==> src/rtl/pipe_ctrl_pkg.sv <==
// pipe_ctrl_pkg: shared widths, stage indices, FSM encoding and hold/flush patterns
package pipe_ctrl_pkg;
  localparam int ADDR_WIDTH = 32;
  localparam int MC_CYCLES_DEF = 32;
  localparam int PC = 0;
  localparam int IF_ID = 1;
  localparam int ID_EX = 2;
  localparam int EX_MEM = 3;
  localparam int MEM_WB = 4;
  typedef enum logic [1:0] {RUN = 2'd0, MC_WAIT = 2'd1, MC_DONE = 2'd2} state_t;
  localparam logic [4:0] B_PC = 5'd1 << PC;
  localparam logic [4:0] B_IF_ID = 5'd1 << IF_ID;
  localparam logic [4:0] B_ID_EX = 5'd1 << ID_EX;
  localparam logic [4:0] B_EX_MEM = 5'd1 << EX_MEM;
  localparam logic [4:0] B_MEM_WB = 5'd1 << MEM_WB;
  localparam logic [4:0] STALL_MEM = B_PC | B_IF_ID | B_ID_EX | B_EX_MEM;
  localparam logic [4:0] STALL_MC = B_PC | B_IF_ID | B_ID_EX;
  localparam logic [4:0] STALL_LU = B_PC | B_IF_ID;
  localparam logic [4:0] FLUSH_JMP = B_IF_ID | B_ID_EX;
endpackage

==> src/rtl/pipe_perf_cnt.sv <==
// pipe_perf_cnt: saturating event counter
module pipe_perf_cnt #(
  parameter int W = 32
) (
  input  logic         clk_i,
  input  logic         rst_i,
  input  logic         inc,
  output logic [W-1:0] cnt
);
  always_ff @(posedge clk_i)
    if (rst_i) cnt <= '0;
    else if (inc && !(&cnt)) cnt <= cnt + 1'b1;
endmodule

==> src/rtl/pipe_ctrl.sv <==
// pipe_ctrl: hazard stall/flush, jump redirect and multi-cycle EX sequencing
module pipe_ctrl
  import pipe_ctrl_pkg::*;
#(
  parameter int MC_CYCLES = MC_CYCLES_DEF,
  parameter int ADDR_W = ADDR_WIDTH
) (
  input  logic              clk_i,
  input  logic              rst_i,
  input  logic              mem_wait_i,
  input  logic              ex_mc_start_i,
  input  logic              ex_jump_i,
  input  logic [ADDR_W-1:0] ex_jump_addr_i,
  input  logic              ld_use_i,
  output logic [4:0]        stall_o,
  output logic [4:0]        flush_o,
  output logic              jump_o,
  output logic [ADDR_W-1:0] jump_addr_o,
  output logic              mc_done_o,
  output logic [31:0]       stall_cnt_o,
  output logic [15:0]       jump_cnt_o
);
  state_t state, state_n;
  logic [7:0] mc_cnt, mc_cnt_n;
  always_ff @(posedge clk_i)
    if (rst_i) begin
      state <= RUN;
      mc_cnt <= '0;
    end else begin
      state <= state_n;
      mc_cnt <= mc_cnt_n;
    end
  always_comb begin
    state_n = state;
    mc_cnt_n = mc_cnt;
    stall_o = '0;
    flush_o = '0;
    jump_o = 1'b0;
    jump_addr_o = '0;
    mc_done_o = 1'b0;
    if (rst_i) flush_o = '1;
    else begin
      mc_done_o = state == MC_DONE;
      if (state == MC_WAIT) begin
        mc_cnt_n = mc_cnt - 8'd1;
        if (mc_cnt == 8'd0) state_n = MC_DONE;
      end
      if (state == MC_DONE && !mem_wait_i) state_n = RUN;
      if (mem_wait_i) begin
        stall_o = STALL_MEM;
        flush_o = B_MEM_WB;
      end else if (state == MC_WAIT) begin
        stall_o = STALL_MC;
        flush_o = B_EX_MEM;
      end else if (state == RUN) begin
        if (ex_jump_i) begin
          flush_o = FLUSH_JMP;
          jump_o = 1'b1;
          jump_addr_o = ex_jump_addr_i;
        end else if (ex_mc_start_i) begin
          stall_o = STALL_MC;
          flush_o = B_EX_MEM;
          state_n = MC_WAIT;
          mc_cnt_n = 8'(MC_CYCLES - 2);
        end else if (ld_use_i) begin
          stall_o = STALL_LU;
          flush_o = B_ID_EX;
        end
      end
    end
  end
  pipe_perf_cnt #(.W(32)) u_stall_cnt (
    .clk_i(clk_i), .rst_i(rst_i), .inc(stall_o[PC]), .cnt(stall_cnt_o)
  );
  pipe_perf_cnt #(.W(16)) u_jump_cnt (
    .clk_i(clk_i), .rst_i(rst_i), .inc(jump_o), .cnt(jump_cnt_o)
  );
endmodule

==> config.mk <==
export PLATFORM = sky130hd
export DESIGN_NAME = pipe_ctrl
export DESIGN_NICKNAME = d
export VERILOG_FILES = /design/src/rtl/pipe_ctrl_pkg.sv /design/src/rtl/pipe_perf_cnt.sv /design/src/rtl/pipe_ctrl.sv
export SDC_FILE = /design/constraint.sdc
export NUM_CORES = 1
export LEC_CHECK = 0
export BUFFER_PORTS_ARGS = -buffer_cell sky130_fd_sc_hd__buf_2
export CAP_MARGIN = 20
export CORE_UTILIZATION = 45
export CTS_BUF_LIST = sky130_fd_sc_hd__clkbuf_4
export DETAILED_ROUTE_END_ITERATION = 6
export HOLD_SLACK_MARGIN = 0.05
export PLACE_DENSITY_LB_ADDON = 0.2
export SLEW_MARGIN = 15
export SYNTH_ARGS = -nofsm -noshare
export SYNTH_HDL_FRONTEND = slang
export SYNTH_SLANG_ARGS = --single-unit
export TNS_END_PERCENT = 20
==> constraint.sdc <==
create_clock -name clk_i -period 2.55 [get_ports clk_i]
set_clock_uncertainty 0.2 [all_clocks]
set_input_delay 0.1275 -clock clk_i [delete_from_list [all_inputs] [get_ports clk_i]]
set_output_delay 0.1275 -clock clk_i [all_outputs]
set_load 0.1 [all_outputs]
* Word level (Yosys, flattened, before mapping)
Index checks and enable logic that the tools add are counted.
** Storage, ports and cells
- Bits in registers :: 58
- Latch bits :: 0
- Memory bits (writable) :: 0
- Memory bits (read-only) :: 0
- Memories kept :: 0
** Operators by class
- Add/sub/neg operators :: 3
- $mul :: 0
- Divide/modulo/power cells :: 0
- Order comparisons :: 0
- Equal/unequal tests :: 2
- Shift-type cells :: 0
- Multiplexer cells :: 39
- Bitwise gates (word level) :: 0
- Reductions and logical operators :: 10
** Operator list (number)
- two-way mux 32 bit :: 5
- two-way mux 8 bit :: 6
- adder 32 x 1 -> 32 bit (second input constant) :: 1
- AND reduction 32 bit :: 1
- two-way mux 4 bit :: 6
- two-way mux 2 bit :: 9
- adder 16 x 1 -> 16 bit (second input constant) :: 1
- AND reduction 16 bit :: 1
- two-way mux 3 bit :: 5
- two-way mux 5 bit :: 2
- logical NOT 8 bit :: 1
- subtractor 8 x 1 -> 8 bit (second input constant) :: 1
- two-way mux 1 bit :: 6
- logical AND 1 bit :: 3
- logical NOT 1 bit :: 3
- equality test 2 x 1 -> 1 bit (second input constant) :: 1
- equality test 2 bit (second input constant) :: 1
- logical NOT 2 bit :: 1

* Logic depth before layout (Yosys ltp)
Gate-level depths: netlist of the first run.
- Word-level depth :: 9
- Gate-level depth with buffers :: 8
- Mapped depth without buffers :: 6

* By module
From an unflattened synthesis of the first run, not the netlist that was laid out.
** Unflattened totals
- Cell total of the unflattened synthesis :: 394
- Area, all modules :: 3395.8 µm²
** Modules (own cells, without submodules)
- pipe_perf_cnt at u_stall_cnt :: instances 1, cells each 191, area each 1721.7 µm²
- pipe_ctrl :: instances 1, cells each 107, area each 840.8 µm²
- pipe_perf_cnt at u_jump_cnt :: instances 1, cells each 96, area each 833.3 µm²

* Least setup slack after synthesis of the first run
OpenSTA, ideal clock, no wires.
- Path type :: register to register
- From :: register u_stall_cnt.cnt[0]
- To :: register u_stall_cnt.cnt[30]
- Setup time :: 0.070 ns
- Arrival :: 3.222 ns
- Required time :: 2.280 ns
- Path slack :: -0.942 ns
- Cell stages (with the launch flop) :: 9
- Path buffers :: 2
- Path through :: dfxtp_1 > ha_1 > nand4_2 > buf_6 > or4_4 > or4_1 > buf_2 > or4_1 > a21oi_1
** Between the ends
- Word-level cells in the longest chain between the ends :: 3
- Elaborated cells between the ends (all ways) :: 4
- Classes of those cells :: add/sub: 1; reduce/logical: 3
** RTL lines
- start, declared :: line pipe_perf_cnt.sv:8 : output logic [W-1:0] cnt
- start signal, assigned :: line pipe_perf_cnt.sv:12 : else if (inc && !(&cnt)) cnt <= cnt + 1'b1;
- parallel branches: the longest is 3 deep, another holds adder 32 x 1 -> 32 bit
Several ways; the timed one is not identified.
A chain may end at the register's enable or synchronous reset.

* Worst setup path after layout of the first run
- From :: register state[1]
- To :: output port jump_addr_o[12]
** Between the ends
- Word-level cells in the longest chain between the ends :: 5
- Elaborated cells between the ends (all ways) :: 6
- Classes of those cells :: eq/ne: 1; mux: 4; reduce/logical: 1
** RTL lines
- start, declared :: line pipe_ctrl.sv:23 : state_t state, state_n;
- start signal, assigned :: line pipe_ctrl.sv:30 : state <= state_n;
- logical NOT 2 bit :: line pipe_ctrl.sv:55 : end else if (state == RUN) begin
- two-way mux 32 bit :: line pipe_ctrl.sv:55
- two-way mux 32 bit (*) :: line pipe_ctrl.sv:52 : end else if (state == MC_WAIT) begin
- two-way mux 32 bit (*) :: line pipe_ctrl.sv:49 : if (mem_wait_i) begin
- two-way mux 32 bit (*) :: line pipe_ctrl.sv:41 : if (rst_i) flush_o = '1;
- end, declared :: line pipe_ctrl.sv:18 : output logic [ADDR_W-1:0] jump_addr_o,
Mark *: on every way between the ends. The rest lies on a longest branch, timed or not.

==> results by stage, run 1 <==
Route:
- The number of nets with antenna violations after detailed routing is 0.
- The number of search-and-repair iterations in the first detailed-routing pass is 4.
- The detail-routed net length per standard cell is about 15 um.
- In the routed layout, each cell is associated on average with a via count of approximately 5.6.
- Across all layers, the routed design uses 3,548 vias.
- In the routed design, unresolved DRC markers number 0.
- The DRC marker count from the first detailed-route iteration is 140.
- The total wire length is 9340 um.

Yosys:
- The async set-or-reset flop fraction in the synthesized netlist is 0%.
- The fraction of the mapped netlist area in simple logic gates is 36.2%.
- The largest area contributor in the netlist is sky130_fd_sc_hd__dfxtp_1.
- The synthesized netlist devotes 13.1% of its cell area to compound gates.
- The number of instances in the synthesized netlist is 400.
- The number of storage elements in the synthesis netlist is 58.
- The adder and majority cell fraction of the synthesized area is 1.55%.
- Counting flops with a built-in enable in the synthesized netlist gives 0.
- In this run the mean area of a mapped cell was roughly 8.1 sq um.
- For this run, the leading register cell type out of synthesis is sky130_fd_sc_hd__dfxtp_1.
- The xor/xnor share of the synthesized area is 6.50%.
- The most common cell in the netlist is sky130_fd_sc_hd__dfxtp_1.
- Yosys printed 0 warnings.
- The net count of the mapped netlist is 442.
- The number of distinct library cell variants in the gate-level netlist after synthesis is between 50 and 60.
- The largest family of logic cells by synthesized area is simple AND/OR/NAND/NOR gates.
- The top cell type's share of synthesized area is a little over a third.
- After synthesis the cells add up to 3230 sq um.
- In the synthesized netlist, mux cells make up about 1.3% of the area.
- Sequential cells were found to cover 35.9% of the synthesized design area.
- Ranked by instance count, the synthesized netlist is headed by sky130_fd_sc_hd__dfxtp_1 (58), sky130_fd_sc_hd__and3_1 (36), sky130_fd_sc_hd__nor2_1 (36), sky130_fd_sc_hd__a21oi_1 (26), sky130_fd_sc_hd__nand2_1 (24).
- Yosys attributes the largest share of cell area to sky130_fd_sc_hd__dfxtp_1 (36%), sky130_fd_sc_hd__and3_1 (7.0%), sky130_fd_sc_hd__xnor2_1 (6.0%), sky130_fd_sc_hd__nor2_1 (4.2%), sky130_fd_sc_hd__a21oi_1 (4.0%).

STA:
- The final-report hold violation count is 0.
- The tightest slew margin relative to the limit is a little over half.
- In the final timing run, aggregate negative setup slack is 0 ps.
- The worst path in the final design needs a cycle of ~2500 ps, including I/O delays and setup.
- Derived from the worst setup path, the maximum achievable clock frequency is about 400 MHz.
- The final worst-path cycle share is 97.8%.
- Setup repair after global routing could not meet its margin everywhere.
- The final setup violation count is 0.
- At the pin with the least slew margin, the transition time is 705 ps.
- The number of slew-limit violations in the final report came to 0.
- The tightest hold path in the finished design has a slack of ~240 ps.

Worst setup path:
- The critical path runs through a total of 5 cells.
- The nature of the critical path endpoint is a primary output.
- For the worst setup path, the data arrival time is 2170 ps.
- The required time of the critical path is 2220 ps.
- Grouping stages by cell kind, the critical path spends the most delay in buffers and inverters.
- The slowest stage of the critical path belongs to the cell sky130_fd_sc_hd__nor4_2.
- The minimum setup slack among reg-to-reg paths is 100 ps.
- The critical path goes through buf_4, nor4_2, buf_4, and3_1, buf_12.
- The largest stage delay on the critical path is 420 ps.
- The maximum fanout along the worst path is 32.
- The critical register-to-register path endpoint is u_stall_cnt.cnt[24].
- The critical path starts at state[1].
- The number of buffer and inverter stages on the critical path is 3.
- The most critical setup path has its endpoint at jump_addr_o[12].
- The worst setup path category is flop to primary output.
- STA classifies the critical path startpoint as a flop.
- The number of cells on the worst reg-to-reg path is 7.
- Counting stages on the worst path, the most repeated cell is sky130_fd_sc_hd__buf_4.
- The startpoint identified for the worst register-to-register timing path is u_stall_cnt.cnt[1].

Clock tree:
- In this run the clock root is driven by a sky130_fd_sc_hd__clkbuf_4.
- The number of buffers created by CTS is 9.
- The number of post-CTS setup repair buffers is 0.
- The TritonCTS sink count is 58.
- The clock tree synthesis step divided the H-tree into 3 levels.
- After clock tree synthesis, the clock-pin slew on the worst setup and hold paths is 100 ps.
- The clock tree buffer depth is 2.
- The CTS tree is yes.
- Clock latency on the worst-skew pair, taken at its later pin, is approximately 420 ps.

GRT:
- The global-route wire length before repair is 15,400 um.
- The total overflow reported by the global router is 0.
- The largest net degree at the start of global routing is 44.
- The number of global-route vias before repair is between 3,000 and 4,000.
- The global-route total usage across every layer is about 26%.
- The number of antenna violations at the first check in global routing is 0.

Power and ir drop:
- The power after layout is between 2000 and 2500 uW.
- The worst ir drop on vdd is roughly 0.22 mV.
- The leakage dissipation is just under 0.002 uW.
- The power density normalized to cell area is 416 nW/um^2.

Die:
- The core area is approximately 6900 sq um.
- Measured along the y axis, the die boundary spans between 80 and 90 um.
- The total number of placement rows is 30.
- For this configuration, the core starts out at a cell density of about 47%.
- The die outline area is 7520 sq um.
- The total I/O pin count is 130.
- The die span in x is 86.7 um.

Place:
- The port buffer count is 128.
- The congestion estimate from routability-driven global placement came to 0.867.
- Detailed placement ended at an HPWL of 6950 um.

Finish:
- The antenna diode instance count is 0.
- The layout-stage area growth over the synthesis result is 49.1%.
- The filler cell count is 539.
- The post-route netlist has 41.0% of its cells at a drive strength greater than 1.
- For this run, the post-layout net count is 573.

Status:
- The run finished with clean final reports.

Job:
- The count of max-cap constraint violations is 0.

Worst hold path:
- The type of the tightest min-delay check is input port to flop.
-- area by class of cell --
class | count | area [sq um] | area share [%]
Sequential cell | 58 | 1250 | 26.0
Timing Repair Buffer | 147 | 1320 | 27.3
Inverter | 10 | 37.5 | 0.779
Multi-Input combinational cell | 305 | 1980 | 41.1
Clock buffer | 10 | 75.1 | 1.56
Tap cell | 96 | 120 | 2.49
Clock inverter | 6 | 33.8 | 0.701
-- timing repair --
action / 4_1_cts / 5_1_grt
hold buffers: 3 / 0
setup endpoints to repair: 0 / 10
resized for setup: 0 / 4
hold endpoints to repair: 23 / 0
-- report_power, final --
| part | switching [uW] | total [uW] | leakage (uW) | internal (uW) |
|---|---|---|---|---|
| sequential | 20.2 | 924 | 0.000491 | 904 |
| clock | 363 | 566 | 0.0000596 | 202 |
| combinational | 360 | 514 | 0.00143 | 155 |
| total | 743 | 2000 | 0.00198 | 1260 |
-- cell usage in the layout, fill, tap and decap left out, types with 11 or more instances in the layout --
master,n
sky130_fd_sc_hd__o31ai_1,14
sky130_fd_sc_hd__nand3_1,15
sky130_fd_sc_hd__nor3_1,13
sky130_fd_sc_hd__o21ai_0,11
sky130_fd_sc_hd__and3_1,36
sky130_fd_sc_hd__xnor2_1,22
sky130_fd_sc_hd__nand4_1,14
sky130_fd_sc_hd__dfxtp_4,21
sky130_fd_sc_hd__nand2_1,24
sky130_fd_sc_hd__buf_2,93
sky130_fd_sc_hd__dfxtp_2,11
sky130_fd_sc_hd__a21oi_1,26
sky130_fd_sc_hd__nor4_1,14
sky130_fd_sc_hd__buf_4,16
sky130_fd_sc_hd__or4_1,12
sky130_fd_sc_hd__buf_12,35
sky130_fd_sc_hd__nor2_1,35
sky130_fd_sc_hd__dfxtp_1,26
-- worst min-delay path by stage --
stage | start | to | cells after the start
after detailed placement | u_stall_cnt.cnt[10] | u_stall_cnt.cnt[10] | 2
after CTS | ex_jump_i | mc_cnt[4] | 5
after global placement | u_stall_cnt.cnt[6] | u_stall_cnt.cnt[6] | 1
after global routing | ex_jump_i | mc_cnt[1] | 5
after floorplan | mem_wait_i | state[1] | 1
final | ex_jump_i | mc_cnt[3] | 5
-- cell families (layout without fill, tap and decap cells) --
kind of cell,Yosys count,after routing
adder cells (fa/ha/maj),4,4
multiplexers,4,4
AND/OR/NAND/NOR,205,205
other,1,1
flip-flops,58,58
XOR/XNOR,24,24
buffers and inverters,37,173
AO/OA/AOI/OAI,67,67
-- through the flow --
stage	utilization [%]	worst slack (ps)	instance area, sq um	instances
finish	70.1	55.6	4820	632
global route	70.1	-41.5	4820	632
CTS	69.8	31.8	4800	632
detailed placement	67.8	121	4660	613
global placement	67.8	155	4660	613
floorplan	-	-549	3380	400
-- sequential cells by signal, indices dropped and copies added (netlist names) --
| register | count |
|---|---|
| mc_cnt | 8 |
| u_stall_cnt.cnt | 32 |
| u_jump_cnt.cnt | 16 |
| state | 2 |
-- tightest hold or removal path, stage by stage --
cell                      delay (ps)
sky130_fd_sc_hd__buf_2           100
sky130_fd_sc_hd__buf_4           260
sky130_fd_sc_hd__nor2b_1         110
sky130_fd_sc_hd__nand2_1         130
sky130_fd_sc_hd__a21oi_1          80
-- routing by layer --
metal	share of wire (%)	vias to the layer above	global-route usage, %	wire [um]
met2	51	134	44.9	4790
li1	-	1747	-	-
met3	7.2	12	8.95	670
met1	40	1655	30.1	3780
met4	1.1	0	8.18	99
met5	0	-	0	0
Power figures use the tool's default switching activity.
==> run 2, diff against run 1 <==
--- a/config.mk
+++ b/config.mk
@@ -7,7 +7,9 @@
 export LEC_CHECK = 0
 export BUFFER_PORTS_ARGS = -buffer_cell sky130_fd_sc_hd__buf_2
 export CAP_MARGIN = 20
-export CORE_UTILIZATION = 45
+export CELL_PAD_IN_SITES_DETAIL_PLACEMENT = 0
+export CELL_PAD_IN_SITES_GLOBAL_PLACEMENT = 1
+export CORE_UTILIZATION = 32
 export CTS_BUF_LIST = sky130_fd_sc_hd__clkbuf_4
 export DETAILED_ROUTE_END_ITERATION = 6
 export HOLD_SLACK_MARGIN = 0.05
==> results by stage, run 2 (same netlist as run 1, synthesis figures left out) <==
Route:
- The DRC marker count from the first detailed-route iteration is 108.
- The total wire length is 9600 um.
- The vias after detailed routing is between 3,000 and 4,000.
- The number of search-and-repair iterations in the first detailed-routing pass is 4.
- The number of design rule violations left after detail routing is 0.
- After detailed routing, the average wire length per cell comes to roughly 14 um.
- The number of vias per cell is 5.21.
- The number of nets with antenna violations after detailed routing is 0.

Finish:
- The utilization after layout is approximately half.
- The antenna diode instance count is 0.
- The most common library cell in the layout ignoring fill and taps is sky130_fd_sc_hd__buf_2.
- The largest registers in the layout are u_stall_cnt.cnt x32, u_jump_cnt.cnt x16, mc_cnt x8.
- The number of nets in the finished design is 573.
- The layout-stage area growth over the synthesis result is 50.9%.
- u_stall_cnt.cnt holds more flip-flops than any other register.
- The fraction of final layout cells with drive strength greater than 1 is 40.7%.
- The library cells used most frequently in the layout, excluding fill and tap cells, are sky130_fd_sc_hd__buf_2 (92), sky130_fd_sc_hd__and3_1 (36), sky130_fd_sc_hd__buf_12 (36).
- The flip-flop count of the largest register after layout is 32.

Power and ir drop:
- For this design the static power due to leakage is about 0.002 uW.
- The worst ir drop on vdd is 0.205 mV.
- Overall power consumption after layout is estimated at 2090 uW.
- In this run the power density over the cells is 429 nW/um^2.

Worst setup path:
- The launch point of the critical path is u_stall_cnt.cnt[1].
- The most critical setup path has its endpoint at u_stall_cnt.cnt[30].
- In this run the worst path has a maximum fanout of 7.
- STA classifies the critical path endpoint as a flop.
- At the worst endpoint, the required time is 2680 ps.
- The worst setup path category is flop to flop.
- The worst flop-to-flop path startpoint is u_stall_cnt.cnt[1].
- Data on the critical path arrives at its endpoint at around 2600 ps.
- STA classifies the critical path startpoint as a flop.
- The worst register-to-register path ends at u_stall_cnt.cnt[30].
- Counting cells, the worst reg-to-reg path comes to 6.
- The minimum setup slack among reg-to-reg paths is ~110 ps.

Status:
- The run finished with clean final reports.

STA:
- For this run, the top clock speed supported by timing is 410 MHz.
- In this run the tightest slew margin relative to its limit is between 60% and 70%.
- The number of slew-limit violations in the final report is 0.
- The measured slew at the worst slew-check pin is 507 ps.
- The final setup violation count is 0.
- The final-report hold violation count is 0.
- Setup repair after global routing could not meet its margin everywhere.
- After routing, the total negative slack on setup checks comes to 0 ps.
- The clock period minus final worst setup slack is about 2400 ps.
- Of the available clock period, the critical path in the final layout requires 95.5%.
- Setup slack closes at ~110 ps.

Die:
- 130 I/O pins were placed.
- The initial core utilization is approximately a third.
- The die covers 10,500 sq um.
- Row generation in the floorplan step produced 36 rows.
- From left edge to right edge, the die measures 102 um.
- The core region is 9770 sq um.
- In this run the vertical extent of the chip is 102 um.

GRT:
- Entering global routing, the biggest net connects 38 pins.
- The number of antenna violations at the first check in global routing is 0.
- Global routing consumed, over all layers together, 18.7% of the routing resources.
- The first global-routing pass estimated 15,400 um of wire.
- The total overflow left after global routing is 0.
- The number of global-route vias before repair is roughly 3,200.

Clock tree:
- Clock tree synthesis found a total of just under 60 sinks.
- After clock tree synthesis, the clock-pin slew on the worst setup and hold paths is 110 ps.
- TritonCTS built the clock tree.
- The root buffer cell is sky130_fd_sc_hd__clkbuf_4.
- The clock tree synthesis step divided the H-tree into 3 levels.
- The number of buffers created by CTS is 9.
- The number of post-CTS setup repair buffers is 0.
- At the later pin of the worst-skew pair, clock insertion delay measures 390 ps.
- The post-CTS resize count is 0.
- The clock tree buffer depth is 2.

Job:
- Across the run, the number of max-cap violations was 0.

Place:
- Routability-driven placement finished with a final weighted congestion of a little under 0.8.
- The total half-perimeter wirelength after legalization and detailed placement is 7200 um.
- The worst setup slack after placement is 108 ps.
- Port buffering added 128 buffers.

Worst hold path:
- In this run the worst hold path is classified as input port to flop.
==> run 2: cell count changes in the layout (fill, tap and decap cells not counted), sizes merged <==
| cell | previous run | this run |
|---|---|---|
| buf | 144 | 145 |
| bufinv | 0 | 1 |
| clkinvlp | 2 | 0 |
| clkinv | 4 | 3 |
| inv | 10 | 11 |
| dlygate4sd3 | 3 | 2 |
| clkbuf | 10 | 11 |
==> run 2: cell type report <==
cell class | count | area, sq um
Clock buffer | 11 | 82.6
Clock inverter | 5 | 46.3
Fill cell | 963 | 4900
Inverter | 10 | 37.5
Multi-Input combinational cell | 305 | 1960
Sequential cell | 58 | 1250
Tap cell | 133 | 166
Timing Repair Buffer | 147 | 1330
==> run 2: how the worst min path moves through the flow <==
stage / from / cells after the start / to / slack, ps
finish: rst_i / 3 / u_stall_cnt.cnt[25] / 80
global placement: u_stall_cnt.cnt[6] / 1 / u_stall_cnt.cnt[6] / 270
detailed placement: mc_cnt[2] / 2 / mc_cnt[2] / 280
global route: rst_i / 3 / u_stall_cnt.cnt[25] / 70
CTS: rst_i / 3 / u_stall_cnt.cnt[25] / 60
floorplan: mem_wait_i / 1 / state[1] / 110
==> run 2: worst max-delay path: stages, from the launching register on <==
cell and delay, ps:
sky130_fd_sc_hd__dfxtp_4 390, sky130_fd_sc_hd__ha_4 150, sky130_fd_sc_hd__nand4_4 140, sky130_fd_sc_hd__or4_4 460, sky130_fd_sc_hd__or4_4 490, sky130_fd_sc_hd__or4_1 420
sky130_fd_sc_hd__a21oi_1 150
==> run 2: layer usage <==
layer	vias up	share of wire (%)	wire length, um	track usage, %
met5	-	0	0	0
met2	120	46	4450	30.2
met3	12	7.8	749	7.32
met4	0	1.3	123	5.27
li1	1743	-	-	-
met1	1613	45	4280	23.2
==> run 2: timing repair <==
item                                    4_1_cts  5_1_grt
endpoints found under the setup margin        0        1
hold endpoints to repair                      5        0
hold buffers                                  2        0
==> run 2: metrics by stage <==
| stage | hold slack, ps | std cells | cell area (sq um) |
|---|---|---|---|
| 2_1_floorplan | 113 | 400 | 3380 |
| 3_3_place_gp | 266 | 651 | 4730 |
| 3_5_place_dp | 276 | 651 | 4730 |
| 4_1_cts | 56.3 | 669 | 4880 |
| 5_1_grt | 68.5 | 669 | 4880 |
| 6_report | 84.5 | 669 | 4880 |
==> run 2: report_power, final <==
group	leakage, uW	switching, uW	internal [uW]
clock network	0.0000760	340	312
registers	0.000491	19.2	905
logic	0.00143	361	158
total	0.00200	720	1370
